--- config.mk ---
export PLATFORM = sky130hd
export DESIGN_NAME = ifft_stage_sched
export DESIGN_NICKNAME = d
export VERILOG_FILES = /design/src/rtl/ifft_pkg.sv /design/src/rtl/ifft_addr_delay.sv /design/src/rtl/ifft_stage_sched.sv
export SDC_FILE = /design/constraint.sdc
export NUM_CORES = 1
export LEC_CHECK = 0
export ABC_AREA = 1
export ABC_CLOCK_PERIOD_IN_PS = 1700
export CORE_MARGIN = 1
export CORE_UTILIZATION = 43
export DETAILED_ROUTE_END_ITERATION = 8
export PLACE_DENSITY = 0.74
export SLEW_MARGIN = 0
export SYNTH_ARGS = -nofsm -noshare
export SYNTH_HDL_FRONTEND = slang
export SYNTH_SLANG_ARGS = --single-unit
--- constraint.sdc ---
create_clock -name clk_i -period 1.7 [get_ports clk_i]
set_clock_uncertainty 0.05 [all_clocks]
set_input_delay 0.17 -clock clk_i [delete_from_list [all_inputs] [get_ports clk_i]]
set_output_delay 0.17 -clock clk_i [all_outputs]
set_load 0.03 [all_outputs]
--- src/rtl/ifft_pkg.sv ---
// Shared definitions for the 32-point radix-2 DIF IFFT stage sequencer:
// geometry constants, the FSM state type and the address/twiddle helpers.
package ifft_pkg;

   localparam int N_PTS          = 32;
   localparam int N_STAGES       = 5;
   localparam int BFLY_PER_STAGE = N_PTS / 2;
   localparam int ADDR_W         = $clog2(N_PTS);
   localparam int TWSEL_W        = 7;
   localparam int STAGE_W        = 3;
   localparam int K_W            = $clog2(BFLY_PER_STAGE);

   typedef enum logic [1:0] {
      IDLE,
      ISSUE,
      DRAIN,
      DONE
   } state_t;

   // Butterfly span of a stage: 16, 8, 4, 2, 1 for stages 0..4.
   function automatic logic [ADDR_W-1:0] bfly_span(input logic [STAGE_W-1:0] stage);
      logic [ADDR_W-1:0] span0;
      span0 = ADDR_W'(BFLY_PER_STAGE);
      return span0 >> stage;
   endfunction

   // Upper-leg address: the group index (k above the span bits) is moved up
   // one bit to skip over the lower legs, the in-group offset stays in place.
   function automatic logic [ADDR_W-1:0] bfly_addr_a(input logic [STAGE_W-1:0] stage,
                                                     input logic [K_W-1:0]     k);
      logic [ADDR_W-1:0] lowMask;
      logic [ADDR_W-1:0] kExt;
      lowMask = bfly_span(stage) - ADDR_W'(1);
      kExt    = {1'b0, k};
      return ((kExt & ~lowMask) << 1) | (kExt & lowMask);
   endfunction

   // Lower-leg address: upper leg plus span; the span bit is always clear
   // in the upper-leg address, so an OR is enough.
   function automatic logic [ADDR_W-1:0] bfly_addr_b(input logic [STAGE_W-1:0] stage,
                                                     input logic [K_W-1:0]     k);
      return bfly_addr_a(stage, k) | bfly_span(stage);
   endfunction

   // Twiddle code 16*stage + k + 1; code 0 is reserved for "no twiddle".
   function automatic logic [TWSEL_W-1:0] twsel_code(input logic [STAGE_W-1:0] stage,
                                                    input logic [K_W-1:0]     k);
      return TWSEL_W'({stage, k}) + TWSEL_W'(1);
   endfunction

endpackage

--- src/rtl/ifft_addr_delay.sv ---
// Write-back delay line: carries {valid, addr_a, addr_b} DEPTH cycles so the
// write strobe lines up with the datapath result. Also reports whether any
// entry is still travelling behind the output slot.
module ifft_addr_delay
   import ifft_pkg::*;
#(
   parameter int DEPTH = 4
) (
   input  logic              clk_i,
   input  logic              clr_i,
   input  logic              valid_i,
   input  logic [ADDR_W-1:0] addr_a_i,
   input  logic [ADDR_W-1:0] addr_b_i,
   output logic              valid_o,
   output logic [ADDR_W-1:0] addr_a_o,
   output logic [ADDR_W-1:0] addr_b_o,
   output logic              pending_o
);

   // Every slot except the output one; empty for a single-stage line.
   localparam logic [DEPTH-1:0] INNER_MASK = {DEPTH{1'b1}} >> 1;

   logic [DEPTH-1:0]             valid_q, valid_d;
   logic [DEPTH-1:0][ADDR_W-1:0] addrA_q, addrA_d;
   logic [DEPTH-1:0][ADDR_W-1:0] addrB_q, addrB_d;
   logic [DEPTH:0]               validChain;
   logic [(DEPTH+1)*ADDR_W-1:0]  addrAChain;
   logic [(DEPTH+1)*ADDR_W-1:0]  addrBChain;

   // Shift the new entry in at slot 0; the oldest entry falls off the top.
   always_comb begin
      validChain = {valid_q, valid_i};
      addrAChain = {addrA_q, addr_a_i};
      addrBChain = {addrB_q, addr_b_i};
      valid_d    = validChain[DEPTH-1:0];
      addrA_d    = addrAChain[DEPTH*ADDR_W-1:0];
      addrB_d    = addrBChain[DEPTH*ADDR_W-1:0];
   end

   // Delay-line storage; a clear drops every in-flight write at once.
   always_ff @(posedge clk_i) begin
      if (clr_i) begin
         valid_q <= '0;
         addrA_q <= '0;
         addrB_q <= '0;
      end else begin
         valid_q <= valid_d;
         addrA_q <= addrA_d;
         addrB_q <= addrB_d;
      end
   end

   // Oldest slot drives the write port.
   always_comb begin
      valid_o   = valid_q[DEPTH-1];
      addr_a_o  = addrA_q[DEPTH-1];
      addr_b_o  = addrB_q[DEPTH-1];
      pending_o = |(valid_q & INNER_MASK);
   end

endmodule

--- src/rtl/ifft_stage_sched.sv ---
// Stage/butterfly sequencer for the 32-point DIF IFFT. Issues one butterfly
// per cycle, delays the write-back addresses by the datapath latency and
// drains the pipe between stages so a stage never reads unwritten data.
module ifft_stage_sched
   import ifft_pkg::*;
#(
   parameter int RD_LAT  = 1,
   parameter int MUL_LAT = 3
) (
   input  logic               clk_i,
   input  logic               rst_i,
   input  logic               start_i,
   output logic               busy_o,
   output logic               done_o,
   output logic               rd_en_o,
   output logic [ADDR_W-1:0]  rd_addr_a_o,
   output logic [ADDR_W-1:0]  rd_addr_b_o,
   output logic [TWSEL_W-1:0] twsel_o,
   output logic               wr_en_o,
   output logic [ADDR_W-1:0]  wr_addr_a_o,
   output logic [ADDR_W-1:0]  wr_addr_b_o,
   output logic [STAGE_W-1:0] stage_o
);

   localparam int                 PIPE_LAT   = RD_LAT + MUL_LAT;
   localparam logic [K_W-1:0]     LAST_K     = K_W'(BFLY_PER_STAGE - 1);
   localparam logic [STAGE_W-1:0] LAST_STAGE = STAGE_W'(N_STAGES - 1);

   state_t             state_q, state_d;
   logic [STAGE_W-1:0] stage_q, stage_d;
   logic [K_W-1:0]     k_q, k_d;
   logic               issue;
   logic               dlyValid;
   logic               dlyPending;
   logic [ADDR_W-1:0]  issueAddrA;
   logic [ADDR_W-1:0]  issueAddrB;

   // Sequencer state registers.
   always_ff @(posedge clk_i) begin
      if (rst_i) begin
         state_q <= IDLE;
         stage_q <= '0;
         k_q     <= '0;
      end else begin
         state_q <= state_d;
         stage_q <= stage_d;
         k_q     <= k_d;
      end
   end

   // Next-state logic: issue 16 butterflies, drain until the stage's last
   // write is on the port, then move to the next stage or finish.
   always_comb begin
      state_d = state_q;
      stage_d = stage_q;
      k_d     = k_q;
      issue   = 1'b0;
      busy_o  = 1'b0;
      done_o  = 1'b0;
      case (state_q)
         IDLE: begin
            if (start_i) begin
               state_d = ISSUE;
               stage_d = '0;
               k_d     = '0;
            end
         end
         ISSUE: begin
            busy_o = 1'b1;
            issue  = 1'b1;
            k_d    = k_q + K_W'(1);
            if (k_q == LAST_K) begin
               state_d = DRAIN;
            end
         end
         DRAIN: begin
            busy_o = 1'b1;
            if (dlyValid && !dlyPending) begin
               if (stage_q == LAST_STAGE) begin
                  state_d = DONE;
               end else begin
                  state_d = ISSUE;
                  stage_d = stage_q + STAGE_W'(1);
                  k_d     = '0;
               end
            end
         end
         DONE: begin
            done_o  = 1'b1;
            state_d = IDLE;
            stage_d = '0;
            k_d     = '0;
         end
         default: begin
            state_d = IDLE;
            stage_d = '0;
            k_d     = '0;
         end
      endcase
   end

   // Read-side outputs; addresses and twiddle are forced to zero when idle
   // so only real butterflies enter the write-back delay line.
   always_comb begin
      issueAddrA  = bfly_addr_a(stage_q, k_q);
      issueAddrB  = bfly_addr_b(stage_q, k_q);
      rd_en_o     = issue;
      rd_addr_a_o = issue ? issueAddrA : '0;
      rd_addr_b_o = issue ? issueAddrB : '0;
      twsel_o     = issue ? twsel_code(stage_q, k_q) : '0;
      stage_o     = stage_q;
   end

   ifft_addr_delay #(
      .DEPTH (PIPE_LAT)
   ) u_addr_delay (
      .clk_i     (clk_i),
      .clr_i     (rst_i),
      .valid_i   (issue),
      .addr_a_i  (rd_addr_a_o),
      .addr_b_i  (rd_addr_b_o),
      .valid_o   (dlyValid),
      .addr_a_o  (wr_addr_a_o),
      .addr_b_o  (wr_addr_b_o),
      .pending_o (dlyPending)
   );

   // Write strobe is the delay-line valid bit.
   always_comb begin
      wr_en_o = dlyValid;
   end

endmodule
==> results.py, run 1 <==
metrics = {
    "setup_path": {
        "r2r_start": "state_q[0]$_SDFFE_PP0P_",
        "startpoint": "stage_o[1]$_SDFFE_PP0P_",
        "required_ns": 1.48,
        "worstReg2RegEnd": "stage_o[0]$_SDFFE_PP0P_",
        "critPathCaptureType": "output pin",
        "critPathKind": "flop to output pin",
        "regToRegSetupSlack_ns": 0.17,
        "cp-endpoint": "rd_addr_b_o[1]",
        "critPathLaunchType": "flop",
        "arrival_ns": 1.66,
        "cp_max_fo": 4,
        "reg2reg_depth": 8,
    },
    "placement": {
        "placed_cell_area_mm2": 0.002560,
        "post-place-cells": 373,
        "place_congestion": 0.8974,
        "hpwl_um": 2694,
        "dpl_worst_slack_ns": 0.03516,
        "numPortBuffers": 36,
    },
    "logic_synthesis": {
        "synth_edf_count": 0,
        "synth_seq_cells": 53,
        "yosysUniqueCellTypes": 24,
        "synthTopCellsByCount": "53 x dfxtp_1, 51 x nor2_1, 49 x inv_1",
        "synth_ff_type": "dfxtp_1",
        "synthArstFlopShare": 0,
        "syn_area_per_cell_um2": 7.777,
        "syn_inst": 288,
        "yosysWarningCount": 0,
        "synth_area_mm2": 0.002240,
        "ys_seq_area_frac": 0.4737,
        "syn-num-nets": 302,
        "yosysMostFrequentCell": "dfxtp_1",
        "synth_top_area_share": 0.4737,
        "synth_area_leaders": "dfxtp_1 47%, nor2_1 8.5%, inv_1 8.2%",
        "synth_top_area_cell": "dfxtp_1",
    },
    "grt": {
        "overflow": 0,
        "grt_max_degree": 47,
        "grt_antenna_before_repair": 0,
        "grt_pass1_wl_um": 7251,
        "grt_pass1_vias": 1575,
        "grtUsageTotal": 0.1755,
    },
    "route": {
        "wire_per_inst_um": 11.88,
        "vias": 1787,
        "antenna_left": 0,
        "drc_errors": 0,
        "drtIter0Drc": 95,
        "viasPerCell": 4.490,
        "drt-pass1-iter-count": 4,
        "drt-total-wl_um": 4727,
    },
    "timing": {
        "finalHoldViolCount": 0,
        "min_period_over_period": 1.107,
        "setup_viol": 10,
        "clock.fmax_mhz": 531.3,
        "relSlewSlack": 0.7921,
        "rsz0062_at_grt": "yes",
        "worst_pin_slew_ns": 0.3109,
        "fin_crit_ns": 1.882,
        "report.final.slew_viol_count": 0,
        "worst_slack_ns": -0.1823,
    },
    "cells_and_area": {
        "nets": 344,
        "final_cells": 398,
        "areaGrowthSynthToFinish_pct": 39.27,
        "antenna_cells": 0,
        "drive_gt1_frac": 0.3897,
        "finalInstanceArea_mm2": 0.003119,
    },
    "floorplan": {
        "io_pins": 37,
        "die_h_um": 74.17,
        "core_mm2": 0.004880,
        "initial_core_util": 0.4590,
        "die_w_um": 74.17,
        "die_area_mm2": 0.005501,
        "num_rows": 25,
    },
    "power": {
        "peakVddDrop_mv": 0.9637,
        "p_comb_frac": 0.512,
        "pwr_density_cell_mw_per_mm2": 1480,
        "power.switching_uw": 1927,
        "clkPwrFrac": 0.159,
        "p_sw_frac": 0.4172,
        "share_seq_of_total_power": 0.329,
        "leakagePower_uw": 0.001375,
        "internal_power_uw": 2691,
    },
    "flow_run": {
        "maxCapViolCount": 0,
    },
    "hold_path": {
        "hold_path_class": "flop to flop",
    },
    "run_status": {
        "outcome": "complete, but fails checks",
        "violations": "negative setup slack",
    },
    "clock_network": {
        "cts_buffers": 5,
        "ctsRootBufferMaster": "clkbuf_8",
        "worstSkewPairLatency_ns": 0.30,
        "path_clk_slew_ns": 0.09,
        "cts_tree": "built",
        "h-tree-depth": 2,
        "cts_hold_buffers": 0,
        "clk_path_buf_depth": 2,
        "cts_sinks": 53,
    },
}
[state kept, by name, indices dropped and copies added (netlist names)]
register,flops
u_addr_delay.valid_q,4
u_addr_delay.addrBChain,15
stage_o,3
k_q,4
state_q,2
u_addr_delay.addrAChain,15
u_addr_delay.addr_a_o,5
u_addr_delay.addr_b_o,5
[metrics by stage]
step / total power (µW) / TNS [ns] / hold slack, ns / utilization
after floorplan: 2655 / 0 / 0.3383 / -
after global placement: 3064 / 0 / 0.3389 / 0.5246
after detailed placement: 3092 / 0 / 0.3420 / 0.5246
after CTS: 4293 / -0.8911 / 0.3552 / 0.6013
after global routing: 4883 / -2.085 / 0.3706 / 0.6392
final: 4618 / -1.264 / 0.3536 / 0.6392
[cell type report]
| cell class | instances | area (µm²) |
|---|---|---|
| multi-input combinational | 154 | 1049 |
| timing repair buffer | 62 | 593.1 |
| sequential | 53 | 1080 |
| fill | 411 | 1760 |
| clock inverter | 2 | 13.76 |
| clock buffer | 6 | 82.58 |
| inverter | 54 | 217.7 |
| tap | 67 | 83.83 |
[timing repair]
item / 4_1_cts / 5_1_grt
endpoints found under the setup margin: 19 / 16
setup buffers: 9 / 8
pin swaps: 9 / 17
gates resized for setup: 66 / 39
[cells by family (layout without fill, tap and decap cells)]
logic type | after synthesis | after routing | share of synthesized area
AND/OR/NAND/NOR | 123 | 123 | 0.2413
flip-flops | 53 | 53 | 0.4737
buffers and inverters | 81 | 124 | 0.1721
adder cells (fa/ha/maj) | 11 | 11 | 0.06145
AO/OA/AOI/OAI | 20 | 20 | 0.05140
[power groups by stage]
stage | clock network, µW | registers, µW | logic (µW)
after floorplan | 0 | 1560 | 1100
after global placement | 0 | 1480 | 1580
after detailed placement | 0 | 1490 | 1600
after CTS | 760 | 1500 | 2030
after global routing | 809 | 1540 | 2540
final | 734 | 1520 | 2370
[metal layers]
layer | track usage | routed length (µm)
met1 | 0.2054 | 1949
met2 | 0.3051 | 2560
met3 | 0.04472 | 187
met4 | 0.07265 | 29
met5 | 0 | 0
[cell usage in the layout, fill, tap and decap left out, types with 2 or more instances in the layout]
cell / n
nand2_4: 5
buf_4: 25
nand3_1: 4
o21ai_1: 2
nand2_1: 23
clkdlybuf4s50_1: 13
dlygate4sd2_1: 3
dfxtp_4: 3
inv_1: 41
buf_6: 18
dfxtp_1: 44
a21oi_2: 4
nand4_1: 6
nand2_2: 16
inv_2: 8
a21oi_1: 8
ha_4: 6
nor3_1: 2
dfxtp_2: 6
nor2_1: 47
ha_1: 4
inv_4: 4
nand3_2: 10
nor2_2: 4
clkbuf_8: 6
[critical path: stages, from the launching register on]
cell and delay, ns:
dfxtp_4 0.39, ha_4 0.18, buf_6 0.13, nand2_4 0.08, nand4_1 0.21, o211ai_2 0.20
buf_6 0.18
[how the worst min path moves through the flow]
stage / slack, ns / to / depth (start not counted) / startpoint
final: 0.35 / u_addr_delay.addr_a_o[3]$_SDFF_PP0_ / 2 / u_addr_delay.addrAChain[18]$_SDFF_PP0_
after global routing: 0.37 / u_addr_delay.addr_a_o[0]$_SDFF_PP0_ / 2 / u_addr_delay.addrAChain[15]$_SDFF_PP0_
after CTS: 0.36 / u_addr_delay.addr_a_o[3]$_SDFF_PP0_ / 2 / u_addr_delay.addrAChain[18]$_SDFF_PP0_
after detailed placement: 0.34 / u_addr_delay.addr_a_o[3]$_SDFF_PP0_ / 2 / u_addr_delay.addrAChain[18]$_SDFF_PP0_
after global placement: 0.34 / u_addr_delay.addrAChain[17]$_SDFF_PP0_ / 2 / u_addr_delay.addrAChain[12]$_SDFF_PP0_
after floorplan: 0.34 / u_addr_delay.addrAChain[10]$_SDFF_PP0_ / 2 / u_addr_delay.addrAChain[5]$_SDFF_PP0_
(Power assumes the default switching activity.)
==> run 2, diff against run 1 <==
CTS_BUF_LIST = sky130_fd_sc_hd__clkbuf_4 sky130_fd_sc_hd__clkbuf_8 sky130_fd_sc_hd__clkbuf_16   (was not set)
TNS_END_PERCENT = 50   (was not set)
==> run 2 against run 1 <==
The flow still finishes with violations (negative setup slack); register-to-register slack worse by 0.05 ns; global-route usage about the same; flip-flop and latch count unchanged; final cell count down 2.3%; sequential share of layout area up 1.4 points; die area unchanged; first-iteration DRC count up 12%.
==> results.py, run 2 (synthesis results as in run 1) <==
metrics = {
    "setup_path": {
        "required_ns": 1.48,
        "critPathKind": "flop to output pin",
        "worstReg2RegEnd": "stage_o[0]$_SDFFE_PP0P_",
        "r2r_start": "state_q[0]$_SDFFE_PP0P_",
        "critPathCaptureType": "output pin",
        "arrival_ns": 1.64,
        "startpoint": "stage_o[1]$_SDFFE_PP0P_",
        "cp_max_fo": 4,
        "reg2reg_depth": 7,
        "regToRegSetupSlack_ns": 0.12,
        "critPathLaunchType": "flop",
    },
    "route": {
        "drt-pass1-iter-count": 5,
        "drt-total-wl_um": 4330,
        "viasPerCell": 4.548,
        "drtIter0Drc": 106,
        "wire_per_inst_um": 11.13,
        "antenna_left": 0,
        "vias": 1769,
        "drc_errors": 0,
    },
    "clock_network": {
        "clk_path_buf_depth": 2,
        "cts_tree": "built",
        "ctsRootBufferMaster": "clkbuf_8",
        "cts_sinks": 53,
        "worstSkewPairLatency_ns": 0.31,
        "path_clk_slew_ns": 0.09,
        "cts_buffers": 5,
        "h-tree-depth": 2,
        "cts_hold_buffers": 0,
    },
    "timing": {
        "fin_hold_ws_ns": 0.3533,
        "report.final.slew_viol_count": 0,
        "setup_tns_ns": -1.282,
        "finalHoldViolCount": 0,
        "min_period_over_period": 1.097,
        "worst_slack_ns": -0.1642,
        "rsz0062_at_grt": "yes",
        "fin_crit_ns": 1.864,
        "clock.fmax_mhz": 536.4,
        "relSlewSlack": 0.7595,
        "setup_viol": 13,
        "worst_pin_slew_ns": 0.3607,
    },
    "floorplan": {
        "io_pins": 37,
        "initial_core_util": 0.4590,
        "core_mm2": 0.004880,
        "die_w_um": 74.17,
        "num_rows": 25,
        "die_h_um": 74.17,
        "die_area_mm2": 0.005501,
    },
    "grt": {
        "grt_antenna_before_repair": 0,
        "grt_pass1_wl_um": 7265,
        "overflow": 0,
        "grt_max_degree": 47,
        "grtUsageTotal": 0.1753,
        "grt_pass1_vias": 1594,
    },
    "placement": {
        "place_congestion": 0.8974,
        "numPortBuffers": 36,
        "dpl_worst_slack_ns": 0.03516,
        "hpwl_um": 2694,
    },
    "cells_and_area": {
        "utilization": 0.6123,
        "antenna_cells": 0,
        "areaGrowthSynthToFinish_pct": 33.41,
        "final_common_cell": "nor2_1",
        "drive_gt1_frac": 0.3478,
        "nets": 335,
        "final_cell_mix": "48 x nor2_1, 46 x dfxtp_1, 41 x inv_1",
    },
    "hold_path": {
        "hold_path_class": "flop to flop",
        "hold_depth": 2,
        "worstHoldStart": "u_addr_delay.addrAChain[7]$_SDFF_PP0_",
        "hold-path-endpoint": "u_addr_delay.addrAChain[12]$_SDFF_PP0_",
    },
    "power": {
        "leakagePower_uw": 0.001315,
        "peakVddDrop_mv": 0.9894,
        "pwr_density_cell_mw_per_mm2": 1481,
    },
    "run_status": {
        "violations": "negative setup slack",
        "outcome": "complete, but fails checks",
    },
    "flow_run": {
        "maxCapViolCount": 0,
    },
}
## run 2: repair_timing
item | CTS | global route
gates resized for setup | 68 | 17
pin swaps | 8 | 11
buffers inserted | 7 | 1
cloned | 0 | 0
setup endpoints to repair | 19 | 16
## run 2: routing by layer
layer / GRT usage / vias to the layer above / share of wire
met5: 0 / - / 0
met4: 0.07265 / 0 / 0.021
met3: 0.04336 / 10 / 0.055
met2: 0.3061 / 71 / 0.50
met1: 0.2045 / 774 / 0.42
li1: - / 914 / -
## run 2: worst max-delay path by stage
stage / end / slack (ns) / depth (start not counted)
2_1_floorplan: rd_addr_b_o[2] / 0.04 / 10
3_3_place_gp: busy_o / 0.08 / 3
3_5_place_dp: rd_addr_b_o[2] / 0.04 / 10
4_1_cts: rd_addr_a_o[3] / -0.16 / 9
5_1_grt: rd_addr_b_o[2] / -0.25 / 10
6_report: rd_addr_b_o[3] / -0.16 / 9
## run 2: critical path, cell delays in order, from the launching register on
cell and delay [ns]:
dfxtp_4 0.39, ha_4 0.17, buf_6 0.13, nand2_4 0.08
nand3_2 0.10, nand3_1 0.15, nand3_2 0.09, nand2_2 0.08
inv_2 0.04, buf_6 0.12
## run 2: final cells by class
cell class	count	area [µm²]
multi-input combinational	154	1011
fill	443	1892
inverter	54	215.2
tap	67	83.83
clock buffer	6	82.58
clock inverter	2	13.76
sequential	53	1075
timing repair buffer	53	506.7
## run 2: stage by stage
| step | total power, µW | instances | cell area, µm² |
|---|---|---|---|
| finish | 4424 | 389 | 2988 |
| global route | 4691 | 389 | 2988 |
| CTS | 4271 | 388 | 2924 |
| detailed placement | 3092 | 373 | 2560 |
| global placement | 3064 | 373 | 2560 |
| floorplan | 2655 | 288 | 2263 |
## run 2: report_power, final
| group | internal (µW) | total (µW) | switching [µW] |
|---|---|---|---|
| Clock | 331 | 734 | 404 |
| Sequential | 1390 | 1510 | 126 |
| Combinational | 866 | 2180 | 1310 |
